## src/rtl/interp_round_clip_serializer.sv

```systemverilog
// interp_round_clip_serializer: rounds/normalises/clips interpolator sums and
// serialises the selected phases onto a one-pixel valid/ready stream.
module interp_round_clip_serializer #(
  parameter int FRAC_BITS = 6
) (
  input  logic        clock,
  input  logic        reset,
  input  logic        in_valid,
  output logic        in_ready,
  input  logic [7:0]  full_pel,
  input  logic [31:0] a_value,
  input  logic [31:0] b_value,
  input  logic [31:0] c_value,
  input  logic [3:0]  phase_mask,
  output logic        out_valid,
  input  logic        out_ready,
  output logic [7:0]  out_pixel,
  output logic [1:0]  out_phase,
  output logic        out_last
);
  typedef enum logic {IDLE, EMIT} state_t;
  state_t state, state_n;
  logic [3:0] rem, rem_n;
  logic [3:0][7:0] pix;
  logic in_fire;
  // 33-bit intermediate keeps the rounding offset from overflowing
  function automatic logic [7:0] norm(input logic [31:0] v);
    logic signed [32:0] r;
    r = ($signed({v[31], v}) + (33'sd1 <<< (FRAC_BITS - 1))) >>> FRAC_BITS;
    return r[32] ? 8'd0 : (|r[31:8]) ? 8'hff : r[7:0];
  endfunction
  always_comb begin
    out_valid = state == EMIT;
    out_phase = (!out_valid || rem[0]) ? 2'd0 : rem[1] ? 2'd1 : rem[2] ? 2'd2 : 2'd3;
    out_last = out_valid && ((rem & (rem - 4'd1)) == 4'd0);
    out_pixel = out_valid ? pix[out_phase] : 8'h00;
    in_ready = !reset && (!out_valid || (out_ready && out_last));
    in_fire = in_valid && in_ready;
    rem_n = in_fire ? phase_mask : (out_valid && out_ready) ? (rem & (rem - 4'd1)) : rem;
    state_n = (rem_n != 4'd0) ? EMIT : IDLE;
  end
  always_ff @(posedge clock or posedge reset) begin
    if (reset) begin
      state <= IDLE;
      rem <= '0;
      pix <= '0;
    end else begin
      state <= state_n;
      rem <= rem_n;
      if (in_fire) pix <= {norm(c_value), norm(b_value), norm(a_value), full_pel};
    end
  end
endmodule
```

## config.mk

```make
export PLATFORM = sky130hd
export DESIGN_NAME = interp_round_clip_serializer
export DESIGN_NICKNAME = d
export VERILOG_FILES = /design/src/rtl/interp_round_clip_serializer.sv
export SDC_FILE = /design/constraint.sdc
export NUM_CORES = 1
export LEC_CHECK = 0
export CAP_MARGIN = 30
export CORE_UTILIZATION = 50
export DETAILED_ROUTE_END_ITERATION = 12
export GPL_TIMING_DRIVEN = 0
export PLACE_DENSITY = 0.94
export SYNTH_ARGS = -nofsm -noshare
export SYNTH_HDL_FRONTEND = slang
export SYNTH_SLANG_ARGS = --single-unit
export TNS_END_PERCENT = 1
```

## constraint.sdc

```tcl
create_clock -name clock -period 6.7 [get_ports clock]
set_input_delay 0.67 -clock clock [delete_from_list [all_inputs] [get_ports clock]]
set_output_delay 0.67 -clock clock [all_outputs]
set_load 0.01 [all_outputs]
```

* Word level (Yosys, flattened, before mapping)
Cells that the tools add are included.
Storage, ports and cells: register bits after elaboration 37, bits in latches 0, memory bits (writable) 0, ROM bits 0, output and inout port bits 13, memories kept 0
Cells by class: $add $sub $neg 4, $mul 0, divide/modulo/power cells 0, order comparisons 1, equality and inequality tests 0, shift operators 0, muxes and demuxes 15, bitwise operators 1, reduce and logical (&&, ||, !) cells 14
Operators with widths (number):
- $add 32x7->33 const B | 3
- $mux 8 | 8
- $reduce_or 19->1 | 3
- $bmux 8 s2 | 1
- $mux 4 | 2
- $logic_and 1x1->1 | 5
- $and 4x4->4 | 1
- $logic_not 4->1 | 1
- $mux 2 | 2
- $reduce_bool 4->1 | 1
- $sub 4x1->4 const B | 1
- $lt 2x3->1 const B | 1
- $logic_not 1->1 | 2
- $logic_or 1x1->1 | 2
- $mux 1 | 2

* Depth between registers and ports, before layout
Gate-level depths: netlist of the first run.
depth in word-level cells 11, mapped depth 8, depth with buffers taken out 7

* Worst setup path before layout of the first run
Ideal clock, no wire load.
path type input to register, start point input reset, end point register pix[8] (netlist name), library setup time 136 ps, data arrival time 3034 ps, data required time 6564 ps, slack 3530 ps, stages 7, buffers on the path 1, cell sequence inv_1 -> nand3_1 -> o21a_1 -> buf_2 -> or4_1 -> nor4_4 -> a21oi_1
On the way: longest elaborated chain between the ends 3
RTL lines:
- start: declaration | line 7 | input logic reset,
- $logic_not 1->1 (no line)
- $logic_and 1x1->1 | line 37 | in_ready = !reset && (!out_valid || (out_ready && out_last));
- $logic_and 1x1->1 | line 38 | in_fire = in_valid && in_ready;
- end signal: assignment | line 50 | if (in_fire) pix <= {norm(c_value), norm(b_value), norm(a_value), full_pel};
- end: declaration | line 24 | logic [3:0][7:0] pix;
Every way passes these cells. A chain may end at the register's enable or synchronous reset.

* Final worst setup path of the first run
start point input reset, end point register pix[9] (netlist name)
Same word-level chain as after synthesis.

==> flow_metrics.tcl, run 1 <==
set metrics [dict create \
    status "completed" \
    dieArea_sq_um 7343 \
    vias 4031 \
    cts_max_level 2 \
    cp-endpoint "pix[9]" \
    worstReg2RegStart "rem[1]" \
    ant_nets 0 \
    netlist_instances 434 \
    clk_latency_ns 0.29 \
    slew_violations 0 \
    cts_tree "built" \
    min_period_ns 3.437 \
    p_leak_nw 1.774 \
    yosysTopAreaCellShare 0.2644 \
    finalSetupViolCount 0 \
    drc_errors 0 \
    yosysSeqAreaShare 0.2644 \
    crit_buf_inv 3 \
    crit_chain "clkdlybuf4s50_1 -> inv_1 -> nand3_1 -> o21a_1 -> buf_2 -> or4_1 -> nor4_4 -> a21oi_1" \
    p_per_area_nw_per_um2 273.3 \
    r2r_setup_slack_ns 4.04 \
    yosysWarnings 0 \
    min_period_over_period 0.5130 \
    synth-seq-cells 37 \
    synth_cell_types 54 \
    worstRegToRegCells 7 \
    hold_buffers 0 \
    vias_per_cell 6.230 \
    worst_pin_slew_ns 0.9516 \
    hp-class "reg2reg" \
    holdWs_ns 0.4840 \
    wl_mm 10.20 \
    yosys.area.top_type "dfrtp_1" \
    arrival_ns 3.59 \
    avgSynthCellArea_sq_um 8.069 \
    clk_pin_slew_worst_paths_ns 0.07 \
    synth_area_sq_um 3502 \
    crit_path_max_fanout 20 \
    ctsResizeCount 0 \
    grt_pass1_wl_mm 16.62 \
    finalHoldViolCount 0 \
    initial_core_util 0.5155 \
    rsz0062_at_grt "no" \
    slowest_stage "inv_1" \
    slew_headroom 0.3618 \
    slowest_delay_ns 0.62 \
    synth_top_flop_cell "dfrtp_1" \
    dp_hpwl_mm 8.153 \
    vdd_drop_max_mv 0.1483 \
    endpoint_kind "register" \
    synth-edff-count 0 \
    cts-buffers-inserted 5 \
    track_usage 0.2798 \
    die_h_um 85.69 \
    gp_congestion 0.8599 \
    final_core_util 0.7125 \
    io_pins 125 \
    clockBufferDepth 2 \
    first_pass_iters 4 \
    critPathKind "in2reg" \
    critical_path.top_delay_family "buffers and inverters" \
    drv_cap 0 \
    regToRegEndpoint "pix[9]" \
    synthTopCellsByArea "dfrtp_1 26%, nand2_1 6.1%, a21oi_1 5.6%, mux4_2 5.1%, xnor2_1 5.0%" \
    synthArstFlopShare 1.000 \
    layout.nets 665 \
    layout-drive-gt1-share 0.07078 \
    final_common_cell "clkdlybuf4s50_1" \
    wire_per_inst_um 15.76 \
    start_kind "primary input" \
    portBuffers 107 \
    diodes 0 \
    finClkSkew_ns 0.005325 \
    postCtsSetupBuffers 0 \
    clock-sinks 37 \
    grt_pass1_vias 3734 \
    core_sq_um 6794 \
    layout_common_cells "107 x clkdlybuf4s50_1, 57 x nand2_1, 39 x a21oi_1" \
    rows 30 \
    cp.depth 8 \
    syn_nets 549 \
    gr-total-overflow 0 \
    antenna_found_initial 0 \
    cts_root_buf "clkbuf_8" \
    area_growth_pct 38.23 \
    grt_max_degree 21 \
    fin_setup_tns_ns 0 \
    initialDrtViolationCount 315 \
    die_w_um 85.69 \
    fmax_ghz 0.2909 \
    cp-startpoint "reset" \
    critPathRequiredTime_ns 6.85 \
]
[registers in the layout (all words and copies together) (netlist names)]
signal,flops
out_valid,1
pix,32
rem,4
[power breakdown]
group | total (mW) | switching [mW] | internal (mW)
sequential | 0.433 | 0.0994 | 0.334
clock | 0.201 | 0.0793 | 0.121
combinational | 0.689 | 0.311 | 0.378
[per-layer routing]
layer | part of all wire | vias up | track usage
met5 | 0 | - | 0
li1 | - | 1924 | -
met2 | 0.50 | 177 | 0.4938
met4 | 0.025 | 0 | 0.09697
met1 | 0.41 | 1908 | 0.3503
met3 | 0.063 | 22 | 0.04042
[worst min-delay path, cell delays in order, from the launching register on]
cell and delay, ns:
dfrtp_1 0.35, nand2_1 0.05, nand2_1 0.05
[through the flow]
step / area (sq um) / power, mW / setup WS [ns] / std cells
final: 4841 / 1.323 / 3.263 / 647
after global placement: 4693 / 1.077 / 2.603 / 637
after global routing: 4841 / 1.406 / 2.983 / 647
after floorplan: 3502 / 0.7963 / 3.530 / 434
after CTS: 4841 / 1.320 / 3.217 / 647
after detailed placement: 4725 / 1.120 / 2.931 / 639
[cell usage after synthesis, types with 3 or more instances]
library cell and number:
a211oi_1 12, nor3_1 16, nand3_1 17, o31ai_1 3, o211ai_1 3, and2_1 12, o21ai_0 15, ha_1 3
dfrtp_1 37, nor2_1 21, o22ai_1 3, or3_1 7, nand4_1 21, o31a_1 4, inv_1 11, nand2_1 57
mux4_2 8, o21a_1 6, nand2b_1 3, and4_1 7, or2_2 3, or4_1 4, and3_1 9, a31oi_1 26
a31o_2 3, mux2i_1 4, nor4_1 7, xnor2_1 20, clkbuf_1 10, xor2_1 10, a21oi_1 39
[cells by family after synthesis]
logic type	count (synthesis)	synth area share
simple gates	199	0.3158
compound gates	129	0.2426
flops	37	0.2644
xor+xnor	30	0.07503
buf+inv	23	0.02537
mux	12	0.06288
fa+ha+maj	4	0.01393
[cell type report]
class	count	area, sq um
sequential	37	925.9
clock buffer	7	86.33
buffer	12	47.55
clock inverter	1	30.03
fill	536	1953
multi-input combinational	374	2487
timing repair buffer	109	1102
tap	96	120.1
inverter	11	41.29
[worst min-delay path by stage]
stage	start	endpoint	slack, ns	depth (start not counted)
detailed placement	pix[1]	pix[1]	0.46	2
global placement	pix[5]	pix[5]	0.46	2
CTS	pix[1]	pix[1]	0.48	2
finish	pix[1]	pix[1]	0.48	2
global route	pix[5]	pix[5]	0.50	2
floorplan	pix[0]	pix[0]	0.43	2
No activity file was read; power rests on OpenSTA's default activity.
==> inputs of run 2 (changes only) <==
CORE_UTILIZATION = 42   (was 50)
PLACE_DENSITY = 0.85   (was 0.94)
clock period = 3.1 ns   (was 6.7 ns; I/O delays follow)
==> flow_metrics.tcl, run 2 (synthesized netlist as in run 1, its figures left out) <==
set metrics [dict create \
    layout_common_cells "107 x clkdlybuf4s50_1, 57 x nand2_1, 39 x a21oi_1" \
    arrival_ns 2.61 \
    vdd_drop_max_mv 0.2571 \
    core_sq_um 7888 \
    gp_congestion 0.8747 \
    initial_core_util 0.4440 \
    cts_max_level 2 \
    status "completed" \
    vias 3850 \
    largest_register_ffs 32 \
    hp-class "in2async" \
    min_period_over_period 0.9422 \
    dp_hpwl_mm 7.702 \
    ant_nets 0 \
    drv_cap 0 \
    drc_errors 0 \
    grt_pass1_wl_mm 16.28 \
    hold_buffers 0 \
    min_period_ns 2.921 \
    clockBufferDepth 2 \
    cts_root_buf "clkbuf_8" \
    layout.nets 665 \
    critPathRequiredTime_ns 2.79 \
    worstRegToRegCells 7 \
    p_per_area_nw_per_um2 579.4 \
    initialDrtViolationCount 148 \
    clock-sinks 37 \
    cts_tree "built" \
    grt_max_degree 21 \
    final_common_cell "clkdlybuf4s50_1" \
    portBuffers 107 \
    power.total_mw 2.821 \
    io_pins 125 \
    die_w_um 93.32 \
    fillers 672 \
    vias_per_cell 5.896 \
    track_usage 0.2280 \
    slew_violations 0 \
    wire_per_inst_um 14.76 \
    grt_pass1_vias 3546 \
    endpoint_kind "output port" \
    clk_pin_slew_worst_paths_ns 0.08 \
    area_growth_pct 39.01 \
    fin_setup_tns_ns 0 \
    clk_latency_ns 0.30 \
    postCtsSetupBuffers 0 \
    antenna_found_initial 0 \
    crit_path_max_fanout 10 \
    max_flop_register "pix" \
    finalHoldViolCount 0 \
    critPathKind "reg2out" \
    first_pass_iters 4 \
    finClkSkew_ns 0.008455 \
    finalSetupViolCount 0 \
    layout-drive-gt1-share 0.07623 \
    rows 32 \
    p_leak_nw 1.780 \
    wl_mm 9.638 \
    cts-buffers-inserted 5 \
    worst_pin_slew_ns 0.8899 \
    die_h_um 93.32 \
    gr-total-overflow 0 \
    start_kind "register" \
    rsz0062_at_grt "no" \
    dieArea_sq_um 8708 \
    final_core_util 0.6172 \
    diodes 0 \
    fmax_ghz 0.3424 \
    slew_headroom 0.4032 \
]
[run 2: changes by cell type in the layout (fill, tap and decap cells not counted)]
| cell | change |
|---|---|
| a21oi_2 | -1 |
| nor4_2 | -1 |
| clkinv_4 | +1 |
| a21oi_4 | +1 |
| nor4_4 | +1 |
| clkinvlp_4 | +2 |
| clkbuf_8 | -1 |
| buf_2 | +1 |
| clkbuf_1 | -1 |
| buf_1 | -1 |
| inv_1 | -1 |
[run 2: per-stage QoR]
stage               instance area, sq um  instances  worst slack [ns]  hold slack (ns)
detailed placement                  4733        645           -0.2402           0.4550
CTS                                 4848        653           0.04662           0.4705
global route                        4868        653          0.005705           0.4898
global placement                    4701        643           -0.6035           0.4445
floorplan                           3502        434            0.2897           0.4224
finish                              4868        653            0.1790           0.4643
[run 2: what timing repair did]
action                                  in CTS  in global routing
endpoints found under the hold margin        0                  0
endpoints found under the setup margin       0                 27
resized for setup                            0                  3
[run 2: worst max-delay path: stages (launching register included)]
cell and delay [ns]:
dfrtp_1 0.41, nand2b_1 0.22, nor2_1 0.62, mux4_2 0.40, and2_1 0.17, clkdlybuf4s50_1 0.50
[run 2: report_power, final]
| group | leakage [nW] | total [mW] | switching, mW | internal (mW) |
|---|---|---|---|---|
| Combinational | 1.28 | 1.48 | 0.658 | 0.821 |
| Sequential | 0.448 | 0.926 | 0.205 | 0.721 |
| Clock | 0.0543 | 0.416 | 0.175 | 0.241 |
[run 2: final cells by class]
cell class	instances	area, sq um	share of cell area
Buffer	12	47.55	0.009766
Tap cell	102	127.6	0.02621
Timing Repair Buffer	109	1104	0.2267
Inverter	11	45.04	0.009252
Clock inverter	3	46.29	0.009509
Multi-Input combinational cell	374	2504	0.5143
Clock buffer	5	68.82	0.01414
Sequential cell	37	925.9	0.1902
[run 2: worst paths after layout]
path	from	to	slack, ns
hold reg to reg	pix[3]	pix[3]	0.47
min in group clock	pix[3]	pix[3]	0.47
max in group asynchronous	reset	pix[19]	2.21
hold / removal	reset	pix[0]	0.46
setup reg to reg	rem[2]	pix[8]	0.49
setup / recovery	rem[0]	out_pixel[3]	0.18
[run 2: routing by layer]
layer | vias to the layer above | wire (um) | track usage
met5 | - | 0 | 0
met4 | 0 | 121 | 0.05641
met3 | 11 | 626 | 0.02683
met2 | 145 | 4642 | 0.3934
met1 | 1774 | 4247 | 0.3035
li1 | 1920 | - | -
